### src/rtl/esc_throttle_ctrl_if.sv
// Command handshake between the flight/host logic and the ESC throttle
// sequencer. The master offers a target throttle; the sequencer accepts
// it while cmd_ready is high.
interface esc_throttle_ctrl_if;
   logic       cmd_valid;
   logic       cmd_ready;
   logic [7:0] cmd_throttle;

   modport master (output cmd_valid, output cmd_throttle, input cmd_ready);
   modport slave  (input cmd_valid, input cmd_throttle, output cmd_ready);
endinterface

### src/rtl/esc_throttle_ctrl.sv
// ESC arming and throttle sequencer.
// Runs the zero-throttle arming interval, slew-limits throttle changes on
// each control tick and ramps the motor down on disarm or command loss.
// Optional feature macro: ESC_SLEW_EN (defined: slew-limited throttle,
// undefined: throttle jumps straight to target on each tick).
//
// state   | meaning
// --------+---------------------------------------------------------
// IDLE    | driver disabled, waiting for arm_req
// ARMING  | driver enabled at zero throttle for ARM_TICKS ticks
// RUN     | accepting commands, watchdog running
// STOP    | target forced to zero, ramping down to zero throttle
// FAULT   | watchdog expired; driver disabled until fault_clr
module esc_throttle_ctrl #(
   parameter int CLK_DIV   = 50000,
   parameter int ARM_TICKS = 2000,
   parameter int WDT_TICKS = 250,
   parameter int SLEW_STEP = 4
) (
   input  logic                      clk,
   input  logic                      rst,
   input  logic                      arm_req,
   input  logic                      disarm,
   input  logic                      fault_clr,
   esc_throttle_ctrl_if.slave        cmd,
   output logic                      esc_en,
   output logic [7:0]                esc_throttle,
   output logic                      armed,
   output logic                      fault,
   output logic [2:0]                state
);

   typedef enum logic [2:0] {
      S_IDLE   = 3'd0,
      S_ARMING = 3'd1,
      S_RUN    = 3'd2,
      S_STOP   = 3'd3,
      S_FAULT  = 3'd4
   } state_t;

   localparam int TW = (CLK_DIV > 1) ? $clog2(CLK_DIV) : 1;
   localparam int AW = $clog2(ARM_TICKS + 1);
   localparam int WW = $clog2(WDT_TICKS + 1);

   localparam logic [TW-1:0] TICK_LAST = TW'(CLK_DIV - 1);
   localparam logic [AW-1:0] ARM_END   = AW'(ARM_TICKS - 1);
   localparam logic [WW-1:0] WDT_END   = WW'(WDT_TICKS - 1);

`ifdef ESC_SLEW_EN
   localparam bit SLEW_ON = 1'b1;
`else
   localparam bit SLEW_ON = 1'b0;
`endif

   // A step of 255 can always reach the target, so the unlimited case
   // shares the same datapath.
   localparam logic [8:0] STEP9 = SLEW_ON ? 9'(SLEW_STEP) : 9'd255;

   state_t          state_q, state_d;
   logic [TW-1:0]   tick_cnt_q, tick_cnt_d;
   logic [AW-1:0]   arm_cnt_q, arm_cnt_d;
   logic [WW-1:0]   wdt_cnt_q, wdt_cnt_d;
   logic [7:0]      target_q, target_d;
   logic            wdt_flag_q, wdt_flag_d;
   logic            esc_en_q, esc_en_d;
   logic [7:0]      esc_throttle_q, esc_throttle_d;
   logic            cmd_ready_q, cmd_ready_d;
   logic            armed_q, armed_d;
   logic            fault_q, fault_d;

   logic            tick;
   logic            accept;
   logic [7:0]      thr_slew;
   logic [8:0]      diff;
   logic [8:0]      mag;

   // Free-running control tick divider.
   always_comb begin
      tick       = (tick_cnt_q == TICK_LAST);
      tick_cnt_d = tick ? '0 : tick_cnt_q + 1'b1;
   end

   // Next throttle one slew step toward the current target (9-bit signed
   // difference, clamps exactly at the target so it never wraps).
   always_comb begin
      diff = {1'b0, target_q} - {1'b0, esc_throttle_q};
      mag  = diff[8] ? (~diff + 9'd1) : diff;
      if (mag <= STEP9) begin
         thr_slew = target_q;
      end else if (diff[8]) begin
         thr_slew = esc_throttle_q - STEP9[7:0];
      end else begin
         thr_slew = esc_throttle_q + STEP9[7:0];
      end
   end

   // Sequencer next-state, counters, target and registered outputs.
   always_comb begin
      state_d        = state_q;
      arm_cnt_d      = arm_cnt_q;
      wdt_cnt_d      = wdt_cnt_q;
      target_d       = target_q;
      wdt_flag_d     = wdt_flag_q;
      esc_throttle_d = esc_throttle_q;
      // disarm outranks a command offered in the same cycle
      accept         = cmd.cmd_valid && cmd_ready_q && !disarm;

      case (state_q)
         S_IDLE: begin
            target_d       = '0;
            wdt_flag_d     = 1'b0;
            arm_cnt_d      = '0;
            wdt_cnt_d      = '0;
            esc_throttle_d = '0;
            if (arm_req) begin
               state_d = S_ARMING;
            end
         end
         S_ARMING: begin
            esc_throttle_d = '0;
            wdt_cnt_d      = '0;
            if (disarm) begin
               state_d = S_IDLE;
            end else if (tick) begin
               arm_cnt_d = arm_cnt_q + 1'b1;
               if (arm_cnt_q == ARM_END) begin
                  state_d = S_RUN;
               end
            end
         end
         S_RUN: begin
            // the tick uses the target held before any same-cycle accept
            if (tick) begin
               esc_throttle_d = thr_slew;
            end
            if (disarm) begin
               state_d    = S_STOP;
               wdt_flag_d = 1'b0;
               target_d   = '0;
            end else if (accept) begin
               target_d  = cmd.cmd_throttle;
               wdt_cnt_d = '0;
            end else if (tick) begin
               wdt_cnt_d = wdt_cnt_q + 1'b1;
               if (wdt_cnt_q == WDT_END) begin
                  state_d    = S_STOP;
                  wdt_flag_d = 1'b1;
                  target_d   = '0;
               end
            end
         end
         S_STOP: begin
            target_d = '0;
            if (esc_throttle_q == 8'd0) begin
               state_d = wdt_flag_q ? S_FAULT : S_IDLE;
            end else if (tick) begin
               esc_throttle_d = thr_slew;
            end
         end
         S_FAULT: begin
            esc_throttle_d = '0;
            if (fault_clr) begin
               state_d = S_IDLE;
            end
         end
         default: begin
            state_d        = S_IDLE;
            esc_throttle_d = '0;
         end
      endcase

      esc_en_d    = (state_d == S_ARMING) || (state_d == S_RUN) || (state_d == S_STOP);
      cmd_ready_d = (state_d == S_RUN);
      armed_d     = (state_d == S_RUN);
      fault_d     = (state_d == S_FAULT);
   end

   // State and output registers with synchronous reset.
   always_ff @(posedge clk) begin
      if (rst) begin
         state_q        <= S_IDLE;
         tick_cnt_q     <= '0;
         arm_cnt_q      <= '0;
         wdt_cnt_q      <= '0;
         target_q       <= '0;
         wdt_flag_q     <= 1'b0;
         esc_en_q       <= 1'b0;
         esc_throttle_q <= '0;
         cmd_ready_q    <= 1'b0;
         armed_q        <= 1'b0;
         fault_q        <= 1'b0;
      end else begin
         state_q        <= state_d;
         tick_cnt_q     <= tick_cnt_d;
         arm_cnt_q      <= arm_cnt_d;
         wdt_cnt_q      <= wdt_cnt_d;
         target_q       <= target_d;
         wdt_flag_q     <= wdt_flag_d;
         esc_en_q       <= esc_en_d;
         esc_throttle_q <= esc_throttle_d;
         cmd_ready_q    <= cmd_ready_d;
         armed_q        <= armed_d;
         fault_q        <= fault_d;
      end
   end

   assign cmd.cmd_ready = cmd_ready_q;
   assign esc_en        = esc_en_q;
   assign esc_throttle  = esc_throttle_q;
   assign armed         = armed_q;
   assign fault         = fault_q;
   assign state         = state_q;

endmodule

### src/flat_wrapper.sv
// flat-port wrapper written by rule: the top's interface ports become plain ports
module esc_throttle_ctrl_flat 
#(
   parameter int CLK_DIV   = 50000,
   parameter int ARM_TICKS = 2000,
   parameter int WDT_TICKS = 250,
   parameter int SLEW_STEP = 4
)
  (clk, rst, arm_req, disarm, fault_clr, esc_en, esc_throttle, armed, fault, state, cmd_cmd_valid, cmd_cmd_throttle, cmd_cmd_ready);
  esc_throttle_ctrl_if cmd_i ();
  input  logic clk;
  input  logic rst;
  input  logic arm_req;
  input  logic disarm;
  input  logic fault_clr;
  output logic esc_en;
  output logic [7:0] esc_throttle;
  output logic armed;
  output logic fault;
  output logic [2:0] state;
  input wire logic [$bits(cmd_i.cmd_valid)-1:0] cmd_cmd_valid;
  input wire logic [$bits(cmd_i.cmd_throttle)-1:0] cmd_cmd_throttle;
  output wire logic [$bits(cmd_i.cmd_ready)-1:0] cmd_cmd_ready;
  assign cmd_i.cmd_valid = cmd_cmd_valid;
  assign cmd_i.cmd_throttle = cmd_cmd_throttle;
  assign cmd_cmd_ready = cmd_i.cmd_ready;
  esc_throttle_ctrl #(.CLK_DIV(CLK_DIV), .ARM_TICKS(ARM_TICKS), .WDT_TICKS(WDT_TICKS), .SLEW_STEP(SLEW_STEP)) u_core (.clk(clk), .rst(rst), .arm_req(arm_req), .disarm(disarm), .fault_clr(fault_clr), .cmd(cmd_i), .esc_en(esc_en), .esc_throttle(esc_throttle), .armed(armed), .fault(fault), .state(state));
endmodule
### config.mk
export PLATFORM = sky130hd
export DESIGN_NAME = esc_throttle_ctrl_flat
export DESIGN_NICKNAME = d
export VERILOG_FILES = /design/src/rtl/esc_throttle_ctrl_if.sv /design/src/rtl/esc_throttle_ctrl.sv /design/src/flat_wrapper.sv
export SDC_FILE = /design/constraint.sdc
export NUM_CORES = 1
export LEC_CHECK = 0
export CORE_MARGIN = 5
export CORE_UTILIZATION = 25
export DETAILED_ROUTE_END_ITERATION = 7
export GPL_ROUTABILITY_DRIVEN = 0
export GPL_TIMING_DRIVEN = 1
export SLEW_MARGIN = 20
export SYNTH_ARGS = -nofsm -noshare
export SYNTH_HDL_FRONTEND = slang
export SYNTH_SLANG_ARGS = --single-unit
### constraint.sdc
create_clock -name clk -period 4.2 [get_ports clk]
set_clock_uncertainty 0.15 [all_clocks]
set_input_delay 0.84 -clock clk [delete_from_list [all_inputs] [get_ports clk]]
set_output_delay 0.84 -clock clk [all_outputs]
set_load 0.02 [all_outputs]
==> results.toml <==
[outcome]
status = "finished, final reports clean"

[synth]
synth_edf_count = 0
synthFlopType = "dfxtp_1"
synth_top_cell_area_share = 0.356
ys_top_cells_by_area = "dfxtp_1 36%, ha_1 7.3%, nor2_1 6.7%"
syn_area_sq_um = 3260
synthCells = 383
ys_seq_area_frac = 0.356
synth_common_cells = "58 x dfxtp_1, 58 x nor2_1, 25 x inv_1, 24 x a21oi_1, 22 x xor2_1"
async_flop_share = 0
synth.avg_cell_area_sq_um = 8.51
ys.warnings.count = 0
synth.largest_area_cell = "dfxtp_1"
ys_ff_latch = 58
syn_nets = 418
ys_types = 54

[hold_path]
hold_class = "flip-flop to flip-flop"

[routing]
wl_per_cell_microns = 12.1
wl_microns = 7150
num_vias = 2690
antenna_left = 0
viasPerCell = 4.57
dr.first_iter.drc_count = 140
first_pass_iters = 4
drc = 0

[sta]
timing.fmax_mhz = 274
maxSlewHeadroom = 0.435
final_max_slew_viol_count = 0
setup_viol = 0
tightestPinTransition_ns = 0.836
hold_viol = 0
fin_crit_ns = 3.65
rsz0062_at_grt = "false"
fin_tns_setup_ns = 0
timing.final.crit_share = 0.868

[cells_and_area]
final_nets = 447
fin_area_sq_um = 4040
instances_no_fill = 589
fin_util = 0.318
n_antenna_cell = 0
drive_above_1_share = 0.0959
fill_cells = 1352
area_growth_syn_to_layout_pct = 24.0

[global_route]
gr-total-overflow = 0
grt_max_degree = 18
antenna_found_initial = 0
grt_usage = 0.0984
grt_pass1_vias = 2511
grt_first_pass_wirelength_microns = 11800

[floorplan]
die-area_sq_um = 15400
num_io_pins = 29
rows = 41
die_x_microns = 124
die_h_microns = 124
coreArea_sq_um = 12700
initial_utilization = 0.256

[cts]
cts_buffer_depth = 2
cts_root_buf = "clkbuf_16"
cts_buffers = 9
cts_resized = 0
post-cts-setup-buffers = 0
cts.clk_slew.worst_paths_ns = 0.06
hold_buffers = 0
cts_tree = "done"
clock_latency_ns = 0.33
cts.sinks = 58
htreeDepth = 3

[pwr]
power_leakage_nw = 1.38
cellPowerDensity_nw_per_um2 = 344
ir_worst_vdd_mv = 0.169

[flow_run]
max_cap_violations = 0

[setup_path]
critPathKind = "flip-flop to flip-flop"
required_ns = 4.29
start_kind = "flip-flop"
crit_arrival_ns = 3.74
critical_path.max_fanout = 8
end_kind = "flip-flop"

[placement]
portBuffers = 28
dp_cells = 573
place_hpwl_microns = 5320
dpl_cell_area_sq_um = 3710
==> registers in the layout, summed over array words and instances (netlist names) <==
name                  cells
u_core.wdt_flag_q         1
u_core.tick_cnt_q        16
u_core.state              3
u_core.arm_cnt_q         11
u_core.esc_throttle       8
u_core.wdt_cnt_q          8
u_core.esc_en             1
u_core.cmd.cmd_ready      1
u_core.target_q           8
u_core.fault              1
==> where the power goes <==
part	total [mW]	switching, mW	internal, mW
clock	0.785	0.263	0.522
combinational	0.0465	0.0242	0.0224
sequential	0.559	0.00418	0.555
total	1.39	0.291	1.10
==> layer usage <==
layer,track usage,vias to the layer above,part of all wire
li1,-,1388,-
met1,0.122,1249,0.47
met2,0.151,43,0.45
met3,0.0441,10,0.057
met4,0.0349,0,0.020
met5,0,-,0
==> kinds of logic after synthesis <==
| group | Yosys count | synth area share |
|---|---|---|
| AOI/OAI and AO/OA | 54 | 0.105 |
| and+or+nand+nor | 166 | 0.276 |
| DFF | 58 | 0.356 |
| adders and majority gates | 21 | 0.0852 |
| muxes | 12 | 0.0376 |
| xor gates and xnor gates | 33 | 0.0887 |
| buffers and inverters | 39 | 0.0507 |
==> worst paths after layout <==
check | start | endpoint | slack, ns | depth (start not counted)
hold reg to reg | u_core.tick_cnt_q[0]$_SDFF_PP0_ | u_core.tick_cnt_q[0]$_SDFF_PP0_ | 0.30 | 1
setup / recovery | u_core.esc_throttle[0]$_SDFFE_PP0P_ | u_core.esc_throttle[6]$_SDFFE_PP0P_ | 0.55 | 13
setup reg to reg | u_core.esc_throttle[0]$_SDFFE_PP0P_ | u_core.esc_throttle[6]$_SDFFE_PP0P_ | 0.55 | 13
hold / removal | u_core.tick_cnt_q[0]$_SDFF_PP0_ | u_core.tick_cnt_q[0]$_SDFF_PP0_ | 0.30 | 1
==> stage by stage <==
step	hold WS [ns]	worst slack, ns	total power [mW]
final	0.299	0.554	1.39
after global routing	0.316	0.384	1.44
after CTS	0.304	0.557	1.41
after detailed placement	0.290	0.582	0.617
after global placement	0.280	0.691	0.617
after floorplan	0.268	0.720	0.594
==> layout make-up <==
type	count	area, sq um	share of cell area
multi-input combinational	286	1930	0.478
sequential	58	1160	0.287
timing repair buffer	32	310	0.0768
clock buffer	9	225	0.0557
tap	172	215	0.0533
clock inverter	7	101	0.0251
inverter	25	93.8	0.0232
==> critical path, cell delays in order, from the launching register on <==
cell and delay, ns:
dfxtp_1 0.49, ha_1 0.23, inv_1 0.06, fa_1 0.40
a21o_1 0.17, nand3_1 0.08, a22oi_1 0.24, ha_1 0.45
a21o_1 0.13, a21oi_1 0.10, or4b_2 0.62, nand4b_1 0.12
mux2i_1 0.08, a211oi_1 0.23
==> layout by cell type (no fill, tap or decap), types with 3 or more instances in the layout <==
| master | n |
|---|---|
| nand4_1 | 10 |
| mux2i_1 | 10 |
| and3_1 | 3 |
| nor2_1 | 58 |
| buf_4 | 4 |
| a21o_1 | 3 |
| clkbuf_16 | 9 |
| clkdlybuf4s50_1 | 28 |
| nor3_1 | 10 |
| or2_2 | 11 |
| a31oi_1 | 3 |
| nand3_1 | 17 |
| nor2b_1 | 4 |
| o211ai_1 | 3 |
| xor2_1 | 22 |
| nor4_1 | 3 |
| nand2_1 | 20 |
| xnor2_1 | 11 |
| nand2b_1 | 5 |
| and2_1 | 3 |
| o21ai_0 | 5 |
| ha_1 | 19 |
| a211oi_1 | 7 |
| a21oi_1 | 24 |
| inv_1 | 25 |
| dfxtp_1 | 58 |
| nand4b_1 | 3 |
Power figures use the tool's default switching activity.
==> patch (same settings) <==
The option `ESC_SLEW_EN` is turned on by a define.
--- a/src/rtl/esc_throttle_ctrl.sv
+++ b/src/rtl/esc_throttle_ctrl.sv
@@ -11,6 +11,8 @@
 // RUN     | accepting commands, watchdog running
 // STOP    | target forced to zero, ramping down to zero throttle
 // FAULT   | watchdog expired; driver disabled until fault_clr
+`define ESC_SLEW_EN
+
 module esc_throttle_ctrl #(
    parameter int CLK_DIV   = 50000,
    parameter int ARM_TICKS = 2000,
Check against the original RTL: same outputs for any inputs over 10 cycles, from zero or initial values and one cycle with rst high; that may be too few to reach the edited logic, so the function may still have changed.
==> patch against the unedited design <==
  * Final cell count grew 6.8%
  * Via count grew 13%
  * Wire length grew 17%
  * Synthesized area grew 2.6%
  * Die area grew 2.4%
  * Total power shrank 0.36%
  * Sequential cell count is the same
  * Global-route usage grew 1.1 points
  * Utilization shrank 0.45 points
  * Worst setup slack gained 0.031 ns
  * Worst hold slack gained 0.0028 ns
  * Clock power is essentially flat
  * Cell area grew 2.2%
  * Largest cell class unchanged
==> patch: results (changes against the unedited design) <==
stage;metric;value;unit;change
outcome;outcome;finished, final reports clean;;
place;placed cell count;614;;+7.2%
global_route;first-pass GRT wire length;14.2;mm;+21%
clock_network;clk root buf;clkbuf_16;;
global_route;met3 Track Usage GR;0.0322;;-0.0119
final_layout;layout cells sized above 1;0.0508;;-0.0452
setup_path;crit path DAT;3.66;ns;-0.08 ns
place;Detailed Place HPWL;6.36;mm;+19%
setup_path;critical path launch point;u_core.esc_throttle[3]$_SDFFE_PP0P_;;
final_layout;final non-filler cell total;629;;+6.8%
routing;DRC marker count from the first detailed-route iteration;219;;+56%
synthesis;mux cell area share after synthesis;0.00299;;-0.0346
routing;Max Used Layer;met4;;
sta;hold slack;0.302;ns;+0.00277 ns
routing;post-DR wirelength/cell;13.3;µm;+9.3%
setup_path;worst reg2reg path depth;15;;+2
power_and_ir_drop;leakage;0.00154;µW;+12%
synthesis;largest area contributor in the netlist;dfxtp_1;;
global_route;largest net degree at the start of global routing;17;;-1
routing;M1 WL;4.06;mm;+20%
synthesis;YS warnings;0;;unchanged
power_and_ir_drop;Max IR drop VDD;0.188;mV;+11%
setup_path;flop-to-flop setup slack;0.59;ns;+0.03 ns
routing;met3 WL;475;µm;+16%
global_route;met1 Use GR;0.145;;+0.0233
clock_network;CTS max path bufs;2;;unchanged
place;post-place setup slack;0.621;ns;+0.0388 ns
place;Area after DPL;3810;µm²;+2.6%
min_path;critical hold path startpoint;u_core.tick_cnt_q[0]$_SDFF_PP0_;;
setup_path;CP max stage delay;0.45;ns;-0.17 ns
setup_path;worst-path cell with the longest stage delay;a21oi_2;;
setup_path;critical path fanouts, max;9;;+1
setup_path;worst setup path end;u_core.esc_throttle[7]$_SDFFE_PP0P_;;
synthesis;Synth Area in Compound Gates;0.168;;+0.0625
place;Port Buf Inserts;28;;unchanged
min_path;hold depth;1;;unchanged
synthesis;adder-cell share of the synthesized area;0.0756;;-0.00962
global_route;all-layer global routing usage;0.109;;+0.0109
synthesis;commonest cells in the netlist;70 x nor2_1, 58 x dfxtp_1, 32 x nand2_1;;
setup_path;crit-path leading delay family;compound AO/OA/AOI/OAI gates;;
final_layout;Nets;482;;+7.8%
sta;Tcrit/Tclk final;0.861;;-0.00748
synthesis;Unique masters post-synth;53;;-1.9%
synthesis;Syn Nets;451;;+7.9%
final_layout;total of fill cells in the finished design;1386;;+2.5%
synthesis;sequential-to-total area share from yosys stat;0.347;;-0.00893
synthesis;largest cells by area after synthesis;dfxtp_1 35%, nor2_1 7.9%, ha_1 6.4%;;
global_route;initial antenna violation count;0;;unchanged
final_layout;n_diodes;0;;unchanged
sta;Rel. slew slack;0.405;;-0.0302
clock_network;H-tree Lvls;3;;unchanged
routing;met2 WL;3.68;mm;+14%
synthesis;Mapped Cells;418;;+9.1%
global_route;grt met2 use;0.169;;+0.0180
synthesis;XOR/XNOR Fraction of Synth Area;0.0891;;+0.000396
routing;via count;3045;;+13%
-- patch: cell types whose count changed after synthesis, sizes merged, moves of 5 or more --
cell   change
nand2     +12
o21ai     +14
or3        +5
buf        -6
nor2      +12
mux2i      -9
inv        -5
xnor2      +9
or2        -8
and3      +13
xor2       -8
a21oi      +7
-- patch: layout make-up --
type	count	area [µm²]	area share
clock buffers	13	260	0.0630
clock inverters	2	60.1	0.0145
inverters	20	75.1	0.0182
multi-input cells	330	2060	0.498
flip-flops and latches	58	1160	0.281
well taps	176	220	0.0533
repair buffers	30	295	0.0715
-- patch: power by group --
| group | internal (µW) | switching (µW) | total [µW] |
|---|---|---|---|
| registers | 555 | 3.54 | 559 |
| clock network | 547 | 235 | 782 |
| logic | 20.9 | 23.1 | 44.0 |
| total | 1120 | 262 | 1390 |
